--- src/rtl/carpark_pkg.sv ---
// Shared types and default constants for the car-park sensor conditioning path.
package carpark_pkg;

    typedef enum logic [1:0] {
        LOW    = 2'd0,
        CHK_HI = 2'd1,
        HIGH   = 2'd2,
        CHK_LO = 2'd3
    } deb_state_t;

    localparam int DEF_SYNC_STAGES   = 2;
    localparam int DEF_STABLE_CYCLES = 4;
    localparam int DEF_CNT_W         = 8;
    localparam int DEF_BLOCK_CYCLES  = 200;
    localparam int FAULT_CNT_W       = 16;
    localparam int GLITCH_CNT_W      = 8;

    // Saturating add of up to two single-cycle events onto an 8-bit count.
    function automatic logic [GLITCH_CNT_W-1:0] sat_add_events(
        input logic [GLITCH_CNT_W-1:0] value,
        input logic [1:0]              events
    );
        logic [GLITCH_CNT_W:0] sum;
        sum = {1'b0, value} + (GLITCH_CNT_W+1)'(events[0]) + (GLITCH_CNT_W+1)'(events[1]);
        return sum[GLITCH_CNT_W] ? {GLITCH_CNT_W{1'b1}} : sum[GLITCH_CNT_W-1:0];
    endfunction

endpackage

--- src/rtl/sensor_debounce_channel.sv ---
// One sensor channel: synchroniser chain, 4-state debounce FSM, rise pulse.
// With SENSOR_GLITCH_CNT_EN a rejected-glitch strobe is also exported.
module debounce_channel
    import carpark_pkg::*;
#(
    parameter int SYNC_STAGES   = DEF_SYNC_STAGES,
    parameter int STABLE_CYCLES = DEF_STABLE_CYCLES,
    parameter int CNT_W         = DEF_CNT_W
) (
    input  logic clk,
    input  logic reset,
    input  logic raw,
`ifdef SENSOR_GLITCH_CNT_EN
    output logic glitch,
`endif
    output logic level,
    output logic rise
);

    localparam logic [CNT_W-1:0] CNT_LAST = CNT_W'(STABLE_CYCLES - 1);

    logic [SYNC_STAGES-1:0] sync_reg;
    deb_state_t             state_reg;
    logic [CNT_W-1:0]       cnt_reg;
    logic                   level_reg;
    logic                   rise_reg;
    logic                   s;

    always_ff @(posedge clk or negedge reset) begin
        if (!reset) begin
            sync_reg <= '0;
        end else begin
            sync_reg <= {sync_reg[SYNC_STAGES-2:0], raw};
        end
    end

    assign s = sync_reg[SYNC_STAGES-1];

    always_ff @(posedge clk or negedge reset) begin
        if (!reset) begin
            state_reg <= LOW;
            cnt_reg   <= '0;
            level_reg <= 1'b0;
            rise_reg  <= 1'b0;
        end else begin
            rise_reg <= 1'b0;
            case (state_reg)
                LOW: begin
                    if (s) begin
                        if (STABLE_CYCLES == 1) begin
                            state_reg <= HIGH;
                            level_reg <= 1'b1;
                            rise_reg  <= 1'b1;
                        end else begin
                            state_reg <= CHK_HI;
                            cnt_reg   <= CNT_W'(1);
                        end
                    end
                end
                CHK_HI: begin
                    if (!s) begin
                        state_reg <= LOW;
                        cnt_reg   <= '0;
                    end else if (cnt_reg == CNT_LAST) begin
                        state_reg <= HIGH;
                        cnt_reg   <= '0;
                        level_reg <= 1'b1;
                        rise_reg  <= 1'b1;
                    end else begin
                        cnt_reg <= cnt_reg + 1'b1;
                    end
                end
                HIGH: begin
                    if (!s) begin
                        if (STABLE_CYCLES == 1) begin
                            state_reg <= LOW;
                            level_reg <= 1'b0;
                        end else begin
                            state_reg <= CHK_LO;
                            cnt_reg   <= CNT_W'(1);
                        end
                    end
                end
                CHK_LO: begin
                    if (s) begin
                        state_reg <= HIGH;
                        cnt_reg   <= '0;
                    end else if (cnt_reg == CNT_LAST) begin
                        state_reg <= LOW;
                        cnt_reg   <= '0;
                        level_reg <= 1'b0;
                    end else begin
                        cnt_reg <= cnt_reg + 1'b1;
                    end
                end
                default: begin
                    state_reg <= LOW;
                    cnt_reg   <= '0;
                    level_reg <= 1'b0;
                end
            endcase
        end
    end

`ifdef SENSOR_GLITCH_CNT_EN
    // Strobes on the same edge the FSM falls back to its stable state.
    assign glitch = ((state_reg == CHK_HI) && !s) || ((state_reg == CHK_LO) && s);
`endif

    assign level = level_reg;
    assign rise  = rise_reg;

endmodule

--- src/rtl/sensor_debounce.sv ---
// Two-channel beam-sensor conditioner with sticky gate-blocked fault.
// Optional rejected-glitch counter enabled by SENSOR_GLITCH_CNT_EN.
module sensor_debounce
    import carpark_pkg::*;
#(
    parameter int SYNC_STAGES   = DEF_SYNC_STAGES,
    parameter int STABLE_CYCLES = DEF_STABLE_CYCLES,
    parameter int CNT_W         = DEF_CNT_W,
    parameter int BLOCK_CYCLES  = DEF_BLOCK_CYCLES
) (
    input  logic clk,
    input  logic reset,
    input  logic a_raw,
    input  logic b_raw,
    output logic a,
    output logic b,
    output logic a_rise,
    output logic b_rise,
`ifdef SENSOR_GLITCH_CNT_EN
    output logic [GLITCH_CNT_W-1:0] glitch_cnt,
`endif
    output logic fault
);

    localparam logic [FAULT_CNT_W-1:0] BLOCK_MAX  = FAULT_CNT_W'(BLOCK_CYCLES);
    localparam logic [FAULT_CNT_W-1:0] BLOCK_LAST = FAULT_CNT_W'(BLOCK_CYCLES - 1);

    logic [1:0] raw_vec;
    logic [1:0] level_vec;
    logic [1:0] rise_vec;

    logic [FAULT_CNT_W-1:0] blk_cnt_reg;
    logic                   fault_reg;

    assign raw_vec = {b_raw, a_raw};

`ifdef SENSOR_GLITCH_CNT_EN
    logic [1:0] glitch_vec;
`endif

    genvar gi;
    generate
        for (gi = 0; gi < 2; gi++) begin : g_chan
            debounce_channel #(
                .SYNC_STAGES  (SYNC_STAGES),
                .STABLE_CYCLES(STABLE_CYCLES),
                .CNT_W        (CNT_W)
            ) u_chan (
                .clk   (clk),
                .reset (reset),
                .raw   (raw_vec[gi]),
`ifdef SENSOR_GLITCH_CNT_EN
                .glitch(glitch_vec[gi]),
`endif
                .level (level_vec[gi]),
                .rise  (rise_vec[gi])
            );
        end
    endgenerate

    // Counter holds at BLOCK_CYCLES once reached; fault is cleared only by reset.
    always_ff @(posedge clk or negedge reset) begin
        if (!reset) begin
            blk_cnt_reg <= '0;
            fault_reg   <= 1'b0;
        end else if (level_vec[0] && level_vec[1]) begin
            if (blk_cnt_reg != BLOCK_MAX) begin
                blk_cnt_reg <= blk_cnt_reg + 1'b1;
            end
            if (blk_cnt_reg == BLOCK_LAST) begin
                fault_reg <= 1'b1;
            end
        end else begin
            blk_cnt_reg <= '0;
        end
    end

`ifdef SENSOR_GLITCH_CNT_EN
    logic [GLITCH_CNT_W-1:0] glitch_cnt_reg;

    always_ff @(posedge clk or negedge reset) begin
        if (!reset) begin
            glitch_cnt_reg <= '0;
        end else begin
            glitch_cnt_reg <= sat_add_events(glitch_cnt_reg, glitch_vec);
        end
    end

    assign glitch_cnt = glitch_cnt_reg;
`endif

    assign a      = level_vec[0];
    assign b      = level_vec[1];
    assign a_rise = rise_vec[0];
    assign b_rise = rise_vec[1];
    assign fault  = fault_reg;

endmodule
--- config.mk ---
export PLATFORM = sky130hd
export DESIGN_NAME = sensor_debounce
export DESIGN_NICKNAME = d
export VERILOG_FILES = /design/src/rtl/carpark_pkg.sv /design/src/rtl/sensor_debounce_channel.sv /design/src/rtl/sensor_debounce.sv
export SDC_FILE = /design/constraint.sdc
export NUM_CORES = 1
export LEC_CHECK = 0
export ABC_AREA = 1
export BUFFER_PORTS_ARGS = -buffer_cell sky130_fd_sc_hd__buf_2
export CAP_MARGIN = 20
export CORE_UTILIZATION = 55
export CTS_BUF_LIST = sky130_fd_sc_hd__clkbuf_16
export DETAILED_ROUTE_END_ITERATION = 10
export PLACE_DENSITY = 0.77
export SLEW_MARGIN = 30
export SYNTH_ARGS = -nofsm -noshare
export SYNTH_HDL_FRONTEND = slang
export SYNTH_HIERARCHICAL = 1
export SYNTH_SLANG_ARGS = --single-unit
--- constraint.sdc ---
create_clock -name clk -period 1.74 [get_ports clk]
set_clock_uncertainty 0.05 [all_clocks]
set_input_delay 0.435 -clock clk [delete_from_list [all_inputs] [get_ports clk]]
set_output_delay 0.435 -clock clk [all_outputs]
set_load 0.02 [all_outputs]
After elaboration in Yosys (flattened, before gate mapping). Cells that the tools add are included.

Bits in registers: 45. Bits of input ports: 4.

Add/subtract/negate cells: 3. Equality and inequality tests: 27. Multiplexer cells: 44. Reductions and logical operators: 12.

Operator list (count): 8-bit two-way mux (10); 8-bit case mux with 4 select lines (2); 16-bit two-way mux (2); 2-bit two-way mux (12); 2-bit by 1-bit inequality test with 1-bit output, second input constant (9); 16-bit by 1-bit adder with 16-bit output, second input constant (1); 8-bit by 1-bit adder with 8-bit output, second input constant (2); 16-bit by 8-bit == test with 1-bit output, second input constant (1); 8-bit by 2-bit == test with 1-bit output, second input constant (2); 16-bit by 8-bit inequality test with 1-bit output, second input constant (1); 2-bit case mux with 4 select lines (2); 1-bit two-way mux (14); 5-bit AND reduction (2); 2-bit == test, second input constant (4); 2-bit inequality test, second input constant (4); 4-bit AND reduction (2); 3-bit by 1-bit inequality test with 1-bit output, second input constant (2); 3-bit inequality test, second input constant (2); 2-bit AND reduction (3); 2-bit by 1-bit == test with 1-bit output, second input constant (2); 2-bit logical NOT (2); 1-bit case mux with 2 select lines (2); 2-bit nonzero test (2); 1-bit logical AND (1).

Longest topological paths before layout. Gate-level depths: netlist (run 1).

Depth after elaboration: 4. Mapped depth: 8. Gate-level depth less buffers: 8.

Modules after synthesis. Netlist (run 1), hierarchy kept.

Modules (own cells, without submodules): sensor_debounce (instances 1, cells an instance 137, area an instance 999.7 µm², seq. area each 425.4 µm²); debounce_channel (g_chan[1].u_chan) (instances 1, cells an instance 97, area an instance 752.0 µm², seq. area each 350.3 µm²); debounce_channel (g_chan[0].u_chan) (instances 1, cells an instance 98, area an instance 737.0 µm², seq. area each 350.3 µm²).

Least setup slack after synthesis (run 1). OpenSTA, ideal clock, no wires.

Path type: flip-flop to flip-flop. Start point: reg blk_cnt_reg[0]. End point: reg blk_cnt_reg[14]. Data arrival time: 1060 ps. Required time: 1561 ps. Path slack: 502 ps. Cell stages (with the launch flop): 7. Buffers on the path: 0. Cell sequence: dfrtp_1 ha_1 nand2_1 nor2_1 nand2_1 o21ai_0 a21oi_1.

Longest elaborated chain between the ends: 3.

Ends and longest elaborated chain: from (decl) (line sensor_debounce.sv:32) `logic [FAULT_CNT_W-1:0] blk_cnt_reg;`; from (signal assigned) (line sensor_debounce.sv:68) `blk_cnt_reg <= blk_cnt_reg + 1'b1;`; 16-bit by 1-bit adder with 16-bit output (line sensor_debounce.sv:68); 16-bit two-way mux (line sensor_debounce.sv:67) `if (blk_cnt_reg != BLOCK_MAX) begin`; 16-bit two-way mux (line sensor_debounce.sv:66) `end else if (level_vec[0] && level_vec[1]) begin`.

Several ways; a longest one is shown, not always the timed one. The select of a mux whose other input is x is not followed. A chain may end at the register's enable or synchronous reset.

Final worst setup path (run 1).
Start point: reg blk_cnt_reg[1]. End point: reg blk_cnt_reg[14].

Same word-level chain as after synthesis.

==> impl_metrics.yaml, run 1 <==
outcome:
  outcome: "finished, final reports clean"
sta:
  finalHoldViolations: 0
  report.final.slew_viol_count: 0
  rsz0062_at_grt: "no"
  setup_viol: 0
  worst_slew_pin_slew_ns: 0.414
  slew-limit-headroom: 0.724
  tns_ns: 0
  period_needed_ns: 1.42
  timing.fmax_ghz: 0.704
  min_period_over_period: 0.817
  setup_slack_ns: 0.319
cts:
  root_buffer: "clkbuf_16"
  cts_tree: "built"
  clock_latency_ns: 0.28
  cts_resized: 0
  path_clk_slew_ns: 0.06
  numCtsBuffers: 5
  htreeDepth: 2
  postCtsSetupRepairBufs: 0
  cts_max_path_buffers: 2
  cts_sinks: 45
  ctsHoldBuffers: 0
logic_synthesis:
  synth_compound_area_frac: 0.0628
  ys_seq_area_frac: 0.452
  synthAdderAreaFrac: 0.0201
  synth_warnings: 6
  synth.area.mux_share: 0
  synth-xor-area-share: 0.0106
  syn_inst: 332
  synth_top_family_by_area: "simple AND/OR/NAND/NOR gates"
  synth-simple-area-share: 0.376
  syn_nets: 340
  netlist_area_um2: 2490
  synth_cell_type_count: 26
  synth_seq_cells: 45
  post-synth-top-area-cell: "dfrtp_1"
  avgSynthCellArea_um2: 7.50
  yosys-top-cells-area: "dfrtp_1 (45%), nand2_1 (15%), nor2_1 (6.2%)"
  synth_top_area_frac: 0.452
floorplanning:
  chipHeight_um: 69.3
  core-area_um2: 4350
  die-area_um2: 4800
  die_w_um: 69.3
  row_count: 24
  boundaryPins: 9
  initial_core_util: 0.572
cells_and_area:
  antenna_cells: 0
  drive_above_1_share: 0.149
  areaGrowthSynthToFinish_pct: 11.3
  finalNetCount: 356
  fin_util: 0.636
  finalInstanceArea_um2: 2770
  final_cells: 401
critical_path:
  slowest_delay_ns: 0.42
  cp-end-kind: "flop"
  worstReg2RegStart: "blk_cnt_reg[1]"
  cp_common_cell: "nand2_1"
  critical_path.max_fanout: 4
  cp.required_ns: 1.86
  reg2reg_depth: 6
  critPathBufInv: 0
  rr_endpoint: "blk_cnt_reg[14]"
  crit_type: "reg2reg"
  crit_path_start_kind: "flop"
  cp_top_family: "flip-flops"
  reg2reg_setup_slack_ns: 0.32
  worstPathArrival_ns: 1.54
  critPathSlowestCell: "dfrtp_1"
  crit_path_cell_trace: "ha_1, nand2_1, nor2_1, nand2_1, o21ai_0, a21oi_1"
placed_design:
  hpwl_um: 3320
  dp_slack_ns: 0.334
  gp_congestion: 0.938
  placedInstanceArea_um2: 2610
  io_buffers: 8
  numPlacedInstances: 393
drt:
  remaining_drc_errors: 0
  drt-pass1-iter-count: 6
  drt_iter0_markers: 146
  viasPerCell: 5.13
  post_drt_wl_per_cell_um: 11.1
  ant_nets: 0
  wirelength_um: 4470
  routed-via-count: 2058
global_route:
  grt_max_degree: 29
  grt_pass1_vias: 1921
  grt_usage: 0.215
  gr-total-overflow: 0
  antenna_found_initial: 0
  grt_first_pass_wirelength_um: 8200
power_and_ir_drop:
  peakVddDrop_mv: 1.01
  p_per_area_nw_per_um2: 1130
  power.leakage_nw: 1.40
flow_run:
  cap_violations: 0
worst_hold_path:
  hp-class: "in2async"
==> logic make-up (layout without fill, tap and decap cells) <==
kind of cell	count (synthesis)	count (layout)
buffers and inverters	49	66
adder cells (fa/ha/maj)	4	4
AO/OA/AOI/OAI	27	27
AND/OR/NAND/NOR	204	204
XOR/XNOR	3	3
flip-flops	45	45
==> layout make-up <==
class / instances / area [um2]
clock inverter: 3 / 37.5
multi-input combinational: 238 / 1170
tap: 52 / 65.1
clock buffer: 5 / 125
fill: 376 / 1580
timing repair buffer: 10 / 67.6
sequential: 45 / 1130
inverter: 48 / 180
==> power by group <==
| part | total (mW) | internal (mW) | leakage (nW) | switching [mW] |
|---|---|---|---|---|
| Combinational | 0.808 | 0.272 | 0.715 | 0.537 |
| Clock | 1.03 | 0.666 | 0.0826 | 0.361 |
| Sequential | 1.30 | 1.18 | 0.605 | 0.122 |
| Total | 3.13 | 2.11 | 1.40 | 1.02 |
==> worst max path at each step <==
stage | from | end | slack (ns) | cells past startpoint
floorplan | blk_cnt_reg[0] | blk_cnt_reg[14] | 0.50 | 6
global placement | blk_cnt_reg[1] | blk_cnt_reg[14] | 0.40 | 6
detailed placement | blk_cnt_reg[1] | blk_cnt_reg[14] | 0.33 | 6
CTS | blk_cnt_reg[1] | blk_cnt_reg[14] | 0.31 | 6
global route | blk_cnt_reg[0] | blk_cnt_reg[12] | 0.16 | 7
finish | blk_cnt_reg[1] | blk_cnt_reg[14] | 0.32 | 6
==> metrics by stage <==
stage | power [mW] | hold WS, ns
after floorplan | 1.92 | 0.0894
final | 3.13 | 0.0302
after global placement | 2.09 | 0.284
after CTS | 3.17 | 0.0364
after global routing | 3.33 | 0.0627
after detailed placement | 2.11 | 0.285
==> cell usage in the layout (no fill, tap or decap), drive strengths merged <==
cell / n
inv: 49
nand4: 7
clkbuf: 5
o22ai: 6
xor2: 1
nor2: 47
o21a: 1
o21ai: 11
xnor2: 2
dfrtp: 45
buf: 10
clkinv: 1
bufinv: 1
a21oi: 6
ha: 4
nor3: 6
o21bai: 3
or2: 1
nand3: 25
nand2: 118
==> worst register-to-register path, cell delays in order (launching register included) <==
cell and delay (ns):
dfrtp_1 0.42, ha_1 0.22, nand2_1 0.12, nor2_1 0.20, nand2_1 0.07, o21ai_0 0.16, a21oi_1 0.08
==> Yosys cell counts <==
cell type	instances
or2_2	1
inv_2	9
dfrtp_1	45
nand2_4	4
o21a_1	1
nand4_1	7
nand3_1	23
nand3_2	2
nor2_1	41
clkbuf_8	1
nor2_2	3
nand2_2	12
ha_1	4
inv_1	39
o21ai_1	1
nor2_4	3
nor3_4	1
o21bai_1	3
xor2_1	1
xnor2_1	2
o22ai_1	6
o21ai_0	9
nor3_1	5
a21oi_1	6
nand2_1	102
o21ai_2	1
==> per-layer routing <==
metal | vias to the layer above | track usage | part of all wire | routed length [um]
met5 | - | 0 | 0 | 0
met4 | 0 | 0.0952 | 0.021 | 96
met3 | 11 | 0.0480 | 0.027 | 121
met2 | 28 | 0.343 | 0.46 | 2070
met1 | 946 | 0.282 | 0.49 | 2180
li1 | 1073 | - | - | -
Power figures use the tool's default switching activity.
==> inputs of run 2 (changes only) <==
==> constraint.sdc (replaced) <==
create_clock -name clk -period 1.4 [get_ports clk]
set_clock_uncertainty 0.05 [all_clocks]
set_input_delay 0.35 -clock clk [delete_from_list [all_inputs] [get_ports clk]]
set_output_delay 0.35 -clock clk [all_outputs]
set_load 0.02 [all_outputs]
==> run 2 against run 1 <==
Global-route usage grew 0.33 points. Non-clock buffer count grew 6. Design area is 3.6% higher. Combinational power is 29% higher. Clock power increased by 11%. Final cell count grew 1.5%. Register-to-register slack lost 0.25 ns. Fmax rose by 6.5%.
==> impl_metrics.yaml, run 2 (synthesis results as in run 1) <==
cells_and_area:
  most-common-layout-cells: "nand2_1 (101), dfrtp_1 (45), inv_1 (39)"
  drive_above_1_share: 0.189
  finalInstanceArea_um2: 2870
  areaGrowthSynthToFinish_pct: 15.3
  final_cells: 407
  fill_cells: 368
  finalNetCount: 362
  fin_util: 0.659
  antenna_cells: 0
  final_common_cell: "nand2_1"
global_route:
  grt_usage: 0.218
  grt_max_degree: 17
  grt_pass1_vias: 2002
  grt_first_pass_wirelength_um: 8360
  antenna_found_initial: 0
  gr-total-overflow: 0
sta:
  rsz0062_at_grt: "yes"
  period_needed_ns: 1.33
  min_period_over_period: 0.953
  worst_slew_pin_slew_ns: 0.379
  tns_ns: 0
  timing.fmax_ghz: 0.749
  setup_viol: 0
  report.final.slew_viol_count: 0
  finalHoldViolations: 0
  slew-limit-headroom: 0.747
  whs_ns: 0.120
drt:
  remaining_drc_errors: 0
  drt_iter0_markers: 142
  drt-pass1-iter-count: 4
  routed-via-count: 2128
  ant_nets: 0
  wirelength_um: 4790
  viasPerCell: 5.23
  post_drt_wl_per_cell_um: 11.8
floorplanning:
  chipHeight_um: 69.3
  die_w_um: 69.3
  row_count: 24
  initial_core_util: 0.572
  boundaryPins: 9
  core-area_um2: 4350
  die-area_um2: 4800
placed_design:
  io_buffers: 8
  placedInstanceArea_um2: 2640
  gp_congestion: 0.949
  numPlacedInstances: 396
  hpwl_um: 3510
worst_hold_path:
  hp-class: "in2reg"
  worstHoldStart: "a_raw"
critical_path:
  crit_path_cell_trace: "ha_4, nand2_1, nor2_2, nand2_1, nand2_1, nand2_1, nand2_1, nand2_1"
  critPathSlowestCell: "dfrtp_1"
  cp-end-kind: "flop"
  slowest_delay_ns: 0.41
  worstPathArrival_ns: 1.45
  crit_type: "reg2reg"
  worstReg2RegStart: "g_chan[0].u_chan/cnt_reg[0]"
  critical_path.max_fanout: 4
  cp_top_family: "simple AND/OR/NAND/NOR gates"
  cp.required_ns: 1.52
  crit_start: "g_chan[0].u_chan/cnt_reg[0]"
  critPathBufInv: 0
  cp_common_cell: "nand2_1"
  crit_path_start_kind: "flop"
cts:
  root_buffer: "clkbuf_16"
  cts_max_path_buffers: 2
  htreeDepth: 2
  numCtsBuffers: 5
  cts_sinks: 45
  clock_latency_ns: 0.29
  cts_tree: "built"
  path_clk_slew_ns: 0.06
power_and_ir_drop:
  combPwrFrac: 0.273
  clkPwrFrac: 0.299
  peakVddDrop_mv: 1.19
  p_per_area_nw_per_um2: 1330
  pwr-share-seq: 0.429
  internal_power_mw: 2.49
  switching_share: 0.347
  power.leakage_nw: 1.44
  p_switching_mw: 1.32
outcome:
  outcome: "finished, final reports clean"
flow_run:
  cap_violations: 0
run 2: area by class of cell:
cell class	count	area, um2	area share
clock buffers	5	125	0.0436
inverters	48	180	0.0628
clock inverters	3	17.5	0.00610
multi-input cells	238	1230	0.428
flip-flops and latches	45	1130	0.392
repair buffers	16	128	0.0445
well taps	52	65.1	0.0227
run 2: layer usage:
metal	part of all wire	global-route usage	routed length [um]
met1	0.45	0.266	2160
met2	0.50	0.379	2410
met3	0.029	0.0422	140
met4	0.015	0.0907	71
met5	0	0	0
run 2: power by group through the flow:
stage / sequential [mW] / combinational (mW) / clock, mW
floorplan: 1.64 / 0.755 / 0
global placement: 1.63 / 0.971 / 0
detailed placement: 1.63 / 1.00 / 0
CTS: 1.61 / 1.01 / 1.16
global route: 1.66 / 1.19 / 1.21
finish: 1.64 / 1.04 / 1.14
run 2: metrics by stage:
step,setup WS [ns],power (mW)
after floorplan,0.162,2.39
after global placement,0.0586,2.60
after detailed placement,-0.0327,2.63
after CTS,-0.00530,3.78
after global routing,-0.0240,4.07
final,0.0654,3.82
run 2: worst paths after layout:
path / to / slack (ns) / cells past startpoint
setup / recovery: g_chan[0].u_chan/cnt_reg[6] / 0.07 / 8
hold / removal: g_chan[0].u_chan/sync_reg[0] / 0.12 / 1
setup reg to reg: g_chan[0].u_chan/cnt_reg[6] / 0.07 / 8
hold reg to reg: g_chan[1].u_chan/sync_reg[1] / 0.30 / 0
max in group asynchronous: blk_cnt_reg[2] / 0.45 / 3
min in group asynchronous: blk_cnt_reg[9] / 0.43 / 2
run 2: timing repair:
item,in CTS,in global routing
gates resized for setup,3,12
setup buffers,0,2
hold buffers,1,0
setup endpoints to repair,3,18
hold endpoints to repair,8,0
